## src/rtl/ifetch_router_pkg.sv

```systemverilog
// rtl/ifetch_router_pkg.sv - shared limits and types for the instruction-fetch router
// Purpose: upper bounds on region count and in-flight depth, plus the
//          region-index type (one extra code for the unmapped/error target)
//          and the outstanding-counter type.
package ifetch_router_pkg;

  localparam int MaxRegions = 8;
  localparam int MaxOut     = 4;

  localparam int IdxWidth = $clog2(MaxRegions + 1);
  localparam int CntWidth = $clog2(MaxOut + 1);

  typedef logic [IdxWidth-1:0] region_idx_t;
  typedef logic [CntWidth-1:0] cnt_t;

endpackage

```

## src/rtl/ifetch_addr_decode.sv

```systemverilog
// rtl/ifetch_addr_decode.sv - priority base/mask address decoder
// Purpose: picks the lowest-index region whose masked address equals its base.
//          When nothing matches, sel_o = NrRegions (the error target).
// Ports:
//   addr_i  : address to decode
//   base_i  : per-region base addresses
//   mask_i  : per-region address masks
//   sel_o   : selected region index, or NrRegions when unmapped
module ifetch_addr_decode
  import ifetch_router_pkg::*;
#(
  parameter int NrRegions = 2,
  parameter int AddrWidth = 32
) (
  input  logic [AddrWidth-1:0]                addr_i,
  input  logic [NrRegions-1:0][AddrWidth-1:0] base_i,
  input  logic [NrRegions-1:0][AddrWidth-1:0] mask_i,
  output region_idx_t                         sel_o
);

  // Scan from the top down so the lowest matching index is the last writer.
  always_comb begin
    sel_o = region_idx_t'(NrRegions);
    for (int r = NrRegions - 1; r >= 0; r--) begin
      if ((addr_i & mask_i[r]) == base_i[r]) begin
        sel_o = region_idx_t'(r);
      end
    end
  end

endmodule

```

## src/rtl/ifetch_router.sv

```systemverilog
// rtl/ifetch_router.sv - in-order instruction-fetch router over NrRegions memories
// Purpose: decodes each fetch, forwards it to one region, tracks up to
//          MaxOutstanding in-flight fetches, and returns responses in order.
//          Unmapped fetches complete with an error response one cycle after grant.
// Ports:
//   clk_i, rst_ni          : clock, asynchronous active-low reset
//   host_req_i/addr_i      : fetch request and address from the core
//   host_gnt_o             : fetch accepted this cycle
//   host_rvalid_o/rdata_o  : response valid and data
//   host_err_o             : response is an error (qualified by rvalid)
//   cfg_region_base/mask_i : per-region decode configuration
//   region_req_o/addr_o    : per-region request, broadcast address
//   region_gnt_i           : per-region grant
//   region_rvalid/rdata/err_i : per-region response
module ifetch_router
  import ifetch_router_pkg::*;
#(
  parameter int NrRegions      = 2,
  parameter int MaxOutstanding = 2,
  parameter int AddrWidth      = 32,
  parameter int DataWidth      = 32
) (
  input  logic                                clk_i,
  input  logic                                rst_ni,
  input  logic                                host_req_i,
  input  logic [AddrWidth-1:0]                host_addr_i,
  output logic                                host_gnt_o,
  output logic                                host_rvalid_o,
  output logic [DataWidth-1:0]                host_rdata_o,
  output logic                                host_err_o,
  input  logic [NrRegions-1:0][AddrWidth-1:0] cfg_region_base_i,
  input  logic [NrRegions-1:0][AddrWidth-1:0] cfg_region_mask_i,
  output logic [NrRegions-1:0]                region_req_o,
  output logic [AddrWidth-1:0]                region_addr_o,
  input  logic [NrRegions-1:0]                region_gnt_i,
  input  logic [NrRegions-1:0]                region_rvalid_i,
  input  logic [NrRegions-1:0][DataWidth-1:0] region_rdata_i,
  input  logic [NrRegions-1:0]                region_err_i
);

  localparam region_idx_t ErrIdx = region_idx_t'(NrRegions);
  localparam cnt_t        CntMax = cnt_t'(MaxOutstanding);

  region_idx_t sel;
  region_idx_t cur_q, cur_d;
  cnt_t        cnt_q, cnt_d;
  logic        err_pend_q, err_pend_d;
  logic        mapped, can_issue, issue;

  ifetch_addr_decode #(
    .NrRegions(NrRegions),
    .AddrWidth(AddrWidth)
  ) u_decode (
    .addr_i(host_addr_i),
    .base_i(cfg_region_base_i),
    .mask_i(cfg_region_mask_i),
    .sel_o (sel)
  );

  assign region_addr_o = host_addr_i;
  assign mapped        = (sel != ErrIdx);

  // Switching target waits for a full drain so responses cannot reorder.
  // cnt_q is the registered count: a response this cycle frees no slot yet.
  assign can_issue = (cnt_q < CntMax) && ((cnt_q == '0) || (sel == cur_q));
  assign issue     = host_req_i && can_issue;

  always_comb begin
    region_req_o = '0;
    host_gnt_o   = 1'b0;
    if (!mapped) begin
      host_gnt_o = issue;
    end else begin
      for (int r = 0; r < NrRegions; r++) begin
        if (sel == region_idx_t'(r)) begin
          region_req_o[r] = issue;
          host_gnt_o      = issue && region_gnt_i[r];
        end
      end
    end
  end

  // Only the current target may complete a fetch; anything else is ignored.
  always_comb begin
    host_rvalid_o = 1'b0;
    host_err_o    = 1'b0;
    host_rdata_o  = '0;
    if (cnt_q != '0) begin
      if (cur_q == ErrIdx) begin
        host_rvalid_o = err_pend_q;
        host_err_o    = err_pend_q;
      end else begin
        for (int r = 0; r < NrRegions; r++) begin
          if ((cur_q == region_idx_t'(r)) && region_rvalid_i[r]) begin
            host_rvalid_o = 1'b1;
            host_rdata_o  = region_rdata_i[r];
            host_err_o    = region_err_i[r];
          end
        end
      end
    end
  end

  always_comb begin
    cnt_d      = cnt_q;
    cur_d      = cur_q;
    err_pend_d = err_pend_q;
    if (host_gnt_o) begin
      cur_d = sel;
    end
    case ({host_gnt_o, host_rvalid_o})
      2'b10:   cnt_d = cnt_q + cnt_t'(1);
      2'b01:   cnt_d = cnt_q - cnt_t'(1);
      default: cnt_d = cnt_q;
    endcase
    if (host_rvalid_o && (cur_q == ErrIdx)) begin
      err_pend_d = 1'b0;
    end
    // A new unmapped grant wins over a same-cycle error completion.
    if (host_gnt_o && !mapped) begin
      err_pend_d = 1'b1;
    end
  end

  always_ff @(posedge clk_i or negedge rst_ni) begin
    if (!rst_ni) begin
      cnt_q      <= '0;
      cur_q      <= '0;
      err_pend_q <= 1'b0;
    end else begin
      cnt_q      <= cnt_d;
      cur_q      <= cur_d;
      err_pend_q <= err_pend_d;
    end
  end

endmodule

```

## config.mk

```make
export PLATFORM = sky130hd
export DESIGN_NAME = ifetch_router
export DESIGN_NICKNAME = d
export VERILOG_FILES = /design/src/rtl/ifetch_router_pkg.sv /design/src/rtl/ifetch_addr_decode.sv /design/src/rtl/ifetch_router.sv
export SDC_FILE = /design/constraint.sdc
export NUM_CORES = 1
export LEC_CHECK = 0
export ABC_AREA = 1
export BUFFER_PORTS_ARGS = -buffer_cell sky130_fd_sc_hd__buf_2
export CAP_MARGIN = 20
export CORE_AREA = 2 2 118 120
export DETAILED_ROUTE_END_ITERATION = 10
export DIE_AREA = 0 0 120 122
export PLACE_DENSITY = 0.53
export SYNTH_ARGS = -nofsm -noshare
export SYNTH_HDL_FRONTEND = slang
export SYNTH_SLANG_ARGS = --single-unit
```

## constraint.sdc

```tcl
create_clock -name clk_i -period 4 [get_ports clk_i]
set_clock_uncertainty 0.2 [all_clocks]
set_input_delay 0.2 -clock clk_i [delete_from_list [all_inputs] [get_ports clk_i]]
set_output_delay 0.2 -clock clk_i [all_outputs]
set_load 0.01 [all_outputs]
```

# After elaboration in Yosys (flattened, before gate mapping)
# Index checks and enable logic that the tools add are counted.
[word_totals] elab_cells=56 register_bits=8 in_bits=233
[classes] n_mux=23 n_eq_ne=9 n_lt_le_gt_ge=1 reduce_logical=16 bitwise_logic=2 add_sub_neg=2
[ops] operator="32-bit two-way mux" n=4
[ops] operator="32-bit bitwise AND" n=2
[ops] operator="32-bit equality test" n=2
[ops] operator="1-bit two-way mux" n=15
[ops] operator="4-bit by 1-bit equality test with 1-bit output, second input constant" n=2
[ops] operator="1-bit logical AND" n=8
[ops] operator="4-bit zero test" n=2
[ops] operator="2-bit two-way mux" n=3
[ops] operator="3-bit case mux with 2 select lines" n=1
[ops] operator="4-bit by 2-bit equality test with 1-bit output, second input constant" n=1
[ops] operator="4-bit equality test" n=1
[ops] operator="4-bit by 2-bit inequality test with 1-bit output, second input constant" n=1
[ops] operator="2-bit nonzero test" n=2
[ops] operator="3-bit by 1-bit adder with 3-bit output, second input constant" n=1
[ops] operator="3-bit zero test" n=1
[ops] operator="3-bit by 2-bit < comparator with 1-bit output, second input constant" n=1
[ops] operator="3-bit nonzero test" n=1
[ops] operator="3-bit by 1-bit subtractor with 3-bit output, second input constant" n=1
[ops] operator="2-bit by 1-bit equality test with 1-bit output, second input constant" n=1
[ops] operator="2-bit equality test, second input constant" n=1
[ops] operator="1-bit zero test" n=1
[ops] operator="1-bit logical OR" n=1

# Longest topological paths before layout
[logic_depth] ltp_word=14 depth_mapped=24

# By module
# Synthesis repeated with hierarchy kept, for this count alone.
[unflattened] cells_unflattened=641 hier_area_um2=3308.2
[by_module_without_submodules] module="ifetch_addr_decode" area_per_inst_um2=1737.9 instances=1 seq_area_each_um2=0.0 cells_each=420
[by_module_without_submodules] module="ifetch_router" area_per_inst_um2=1570.3 instances=1 seq_area_each_um2=200.2 cells_each=221

# Worst setup path after synthesis
# Ideal clock, no wire load.
[synth_timing] path_type="input -> register" from="in host_addr_i[23]" to="reg cnt_q[2]" required_ps=3676 n_path_buf=0 t_arrival_ps=2261 path_slack_ps=1415 path_stages=20 path_cell_list="nand2_1 xor2_1 nand3_1 nor2_1 nand2_1 nor2_2 nand2_2 nand2_1 nand2_1 nand2_2 nand2_4 nand4_4 nand3_2 inv_2 ha_1 inv_1 fa_1 a21oi_1 o21ai_0 xnor2_1"
[synth_between] elab_chain_len=14 elab_cells_between_ends=22
[synth_rtl] element="start, declared" line_no="ifetch_router.sv:26" source="input logic [AddrWidth-1:0] host_addr_i,"
[synth_rtl] element="32-bit bitwise AND" line_no="ifetch_addr_decode.sv:25" source="if ((addr_i & mask_i[r]) == base_i[r]) begin"
[synth_rtl] element="32-bit equality test" line_no="ifetch_addr_decode.sv:25"
[synth_rtl] element="2-bit two-way mux" line_no="ifetch_addr_decode.sv:25"
[synth_rtl] element="2-bit two-way mux *" line_no="ifetch_addr_decode.sv:25"
[synth_rtl] element="4-bit equality test" line_no="ifetch_router.sv:65" source="assign can_issue = (cnt_q < CntMax) && ((cnt_q == '0) || (sel == cur_q));"
[synth_rtl] element="1-bit logical OR" line_no="ifetch_router.sv:65"
[synth_rtl] element="1-bit logical AND" line_no="ifetch_router.sv:65"
[synth_rtl] element="1-bit logical AND" line_no="ifetch_router.sv:66" source="assign issue = host_req_i && can_issue;"
[synth_rtl] element="1-bit logical AND" line_no="ifetch_router.sv:77" source="host_gnt_o = issue && region_gnt_i[r];"
[synth_rtl] element="1-bit two-way mux (2 in series)" line_no="ifetch_router.sv:75" source="if (sel == region_idx_t'(r)) begin"
[synth_rtl] element="1-bit two-way mux *" line_no="ifetch_router.sv:71" source="if (!mapped) begin"
[synth_rtl] element="via host_gnt_o" line_no="ifetch_router.sv:27" source="output logic host_gnt_o,"
[synth_rtl] element="2-bit by 1-bit equality test with 1-bit output / 2-bit equality test (equally long branches)" line_no="ifetch_router.sv:111" source="case ({host_gnt_o, host_rvalid_o})"
[synth_rtl] element="3-bit case mux with 2 select lines / 2-bit nonzero test (equally long branches)"
[synth_rtl] element="end signal, assigned" line_no="ifetch_router.sv:131" source="cnt_q <= cnt_d;"
[synth_rtl] element="end, declared" line_no="ifetch_router.sv:46" source="cnt_t cnt_q, cnt_d;"
# The timed path passes the listed nets; every way through them passes the cells marked *.
# A chain may end at the register's enable or synchronous reset.

# Worst setup path after layout
[layout_timing] from="in host_addr_i[23]" to="reg cnt_q[2]"
[layout_between] elab_chain_len=14 elab_cells_between_ends=22
[layout_rtl] element="32-bit bitwise AND" line_no="ifetch_addr_decode.sv:25"
[layout_rtl] element="32-bit equality test" line_no="ifetch_addr_decode.sv:25"
[layout_rtl] element="2-bit two-way mux" line_no="ifetch_addr_decode.sv:25"
[layout_rtl] element="2-bit two-way mux *" line_no="ifetch_addr_decode.sv:25"
[layout_rtl] element="4-bit equality test" line_no="ifetch_router.sv:65"
[layout_rtl] element="1-bit logical OR" line_no="ifetch_router.sv:65"
[layout_rtl] element="1-bit logical AND" line_no="ifetch_router.sv:65"
[layout_rtl] element="1-bit logical AND" line_no="ifetch_router.sv:66"
[layout_rtl] element="1-bit logical AND" line_no="ifetch_router.sv:77"
[layout_rtl] element="1-bit two-way mux (2 in series)" line_no="ifetch_router.sv:75"
[layout_rtl] element="1-bit two-way mux *" line_no="ifetch_router.sv:71"
[layout_rtl] element="2-bit by 1-bit equality test with 1-bit output / 2-bit equality test (equally long branches)" line_no="ifetch_router.sv:111"
[layout_rtl] element="3-bit case mux with 2 select lines / 2-bit nonzero test (equally long branches)"
# Every way passes the cells marked *; elsewhere a longest branch is shown, timed or not.

==> flow_metrics.env <==
export IMPL_via_count=4350
export IMPL_peakVddDrop_uv=176
export IMPL_setup_violations=0
export IMPL_drive_above_1_share_pct=37.4
export IMPL_numCtsBuffers=3
export IMPL_path_class="primary input to flop"
export IMPL_synth_flop_cell="dfrtp_1"
export IMPL_register_area_um2=150
export IMPL_drc_errors=0
export IMPL_synth_common_cells="nand2_1, nand3_1, inv_1"
export IMPL_post_cts_resize_count=0
export IMPL_clk_latency_ns=0.23
export IMPL_crit_fanout=4
export IMPL_drtIter0Drc=135
export IMPL_place_inst=1036
export IMPL_startpoint_type="primary input"
export IMPL_synth_most_common_cell="nand2_1"
export IMPL_routed_via_density=4.18
export IMPL_cts_buffer_depth=2
export IMPL_cp_required_ns=3.91
export IMPL_netlist_area_mm2=0.00284
export IMPL_syn_instance_count=595
export IMPL_syn2layout_area_growth_pct=55.2
export IMPL_n_fill_cell=1599
export IMPL_outcome="finished clean"
export IMPL_grt_max_degree=34
export IMPL_finalSetupTns_ns=0
export IMPL_max_slew_margin_pct=62.7
export IMPL_maxSlewViolCount=0
export IMPL_post_route_min_period_ns=2.82
export IMPL_die_area_mm2=0.0146
export IMPL_synth_area_top_cells="nand2_1, nand3_1, inv_1, buf_4, a21oi_1"
export IMPL_post_route_worst_setup_slack_ns=1.18
export IMPL_cts_sinks=6
export IMPL_synth_largest_area_cell="nand2_1"
export IMPL_p_total_uw=807
export IMPL_p_leak_nw=2.74
export IMPL_antenna_cells=0
export IMPL_place_congestion=0.821
export IMPL_rsz0062_at_grt="false"
export IMPL_postSynth_asyncResetShare_pct=100
export IMPL_wl_per_cell_um=11.7
export IMPL_coreArea_mm2=0.0135
export IMPL_place_ws_ns=0.967
export IMPL_finalCritPeriodShare_pct=70.6
export IMPL_postSynthAreaPerCell_um2=4.77
export IMPL_fp_dieH_um=122
export IMPL_min_path_cells=3
export IMPL_maxCapViolations=0
export IMPL_io_pins=302
export IMPL_dpl_instance_area_mm2=0.00432
export IMPL_drtPass1Iterations=4
export IMPL_clock_fmax_mhz=354
export IMPL_worstPathArrival_ns=2.73
export IMPL_cp_end_kind="flop"
export IMPL_power_density_mw_per_mm2=183
export IMPL_synth_top_area_share_pct=32.9
export IMPL_wirelength_mm=12.2
export IMPL_start_util_pct=21.0
export IMPL_h_tree_depth=1
export IMPL_hold_viol=0
export IMPL_fin_area_mm2=0.00441
export IMPL_cts_tree="yes"
export IMPL_cts_setup_buffers=0
export IMPL_multi_input_area_mm2=0.00212
export IMPL_rr_worst_depth=10
export IMPL_overflow=0
export IMPL_syn_num_nets=830
export IMPL_synth_seq_cells=6
export IMPL_tightestPinTransition_ns=0.558
export IMPL_track_usage_pct=15.0
export IMPL_clock_root_buffer="clkbuf_16"
export IMPL_finalNetCount=1097
export IMPL_dp_hpwl_mm=10.8
export IMPL_ys_seq_area_share_pct=5.29
export IMPL_grt_pass1_vias=3813
export IMPL_layout_cells_non_filler=1040
export IMPL_yosysUniqueCellTypes=26
export IMPL_postRouteAntennaNets=0
export IMPL_antenna_found_initial=0
export IMPL_hold_path_class="primary input to flop"
export IMPL_grt_pass1_wl_mm=18.1
export IMPL_synth_edf_count=0
export IMPL_die_width_um=120
export IMPL_hold_slack_ns=0.0820
export IMPL_port_buffers=301
export IMPL_yosysWarnings=0
export IMPL_clk_pin_slew_ns=0.03
export IMPL_finish_utilization_pct=32.6
export IMPL_rows=43
==> cell type report <==
| cell class | count | area share, % |
|---|---|---|
| Multi-Input combinational cell | 467 | 48.0 |
| Timing Repair Buffer | 306 | 35.1 |
| Inverter | 78 | 6.64 |
| Tap cell | 180 | 5.11 |
| Sequential cell | 6 | 3.41 |
| Clock buffer | 3 | 1.70 |
==> path summary, 6_finish.rpt <==
kind                            slack [ns]       startpoint       end
worst max-delay path                  1.18  host_addr_i[23]  cnt_q[2]
worst min-delay path                  0.08  region_gnt_i[1]  cur_q[0]
worst max register to register        1.49         cnt_q[1]  cnt_q[1]
worst min register to register        0.27         cnt_q[2]  cnt_q[2]
max in group asynchronous             3.31           rst_ni  cnt_q[0]
min in group asynchronous             0.13           rst_ni  cur_q[0]
==> worst max-delay path: stages <==
cell and delay, ns:
buf_2 0.12, nand2_1 0.09, xor2_1 0.29, nand3_1 0.12, nor2_1 0.14, nand2_1 0.08
nor2_2 0.15, nand2_2 0.08, nand2_1 0.06, nand2_1 0.05, nand2_2 0.08, nand2_4 0.07
nand4_2 0.10, nand3_2 0.09, inv_2 0.05, ha_1 0.13, inv_1 0.07, fa_1 0.37
a21oi_1 0.14, o21ai_0 0.11, xnor2_1 0.14
==> power by group <==
| group | total (mW) | internal [mW] | switching (mW) | leakage [nW] |
|---|---|---|---|---|
| logic | 0.539 | 0.228 | 0.311 | 2.63 |
| registers | 0.106 | 0.0850 | 0.0213 | 0.0705 |
| clock network | 0.162 | 0.128 | 0.0334 | 0.0370 |
==> state kept, by name, indices dropped and copies added, names as in the netlist <==
register / count
cur_q: 2
err_pend_q: 1
cnt_q: 3
==> cell usage in the layout (no fill, tap or decap), drive strengths merged <==
cell type    instances
inv                 76
nand3b              13
nand4                6
nor2                41
clkinv               2
xnor2                2
a31oi                1
dfrtp                6
fa                   1
xor2                 2
clkbuf               3
a21oi               35
nand3              108
buf                305
nand2              253
ha                   1
dlygate4sd3          1
o21ai                3
o31ai                1
==> per-layer routing <==
metal	global-route usage [%]	vias up	wire, µm
met4	1.62	0	99
met5	0	-	0
met2	26.1	133	5930
met1	20.3	1830	5460
li1	-	2379	-
met3	2.11	8	690
==> what timing repair did <==
item	CTS	global route
endpoints found under the setup margin	0	0
endpoints found under the hold margin	6	0
hold buffers	1	0
==> logic make-up after synthesis <==
kind of cell,Yosys count,synth area share [%]
AOI/OAI and AO/OA,40,7.18
xor gates and xnor gates,4,1.23
adders and majority gates,2,1.15
buffers and inverters,122,20.4
DFF,6,5.29
and+or+nand+nor,421,64.8
Note: power is estimated with default switching activity, not from simulation.
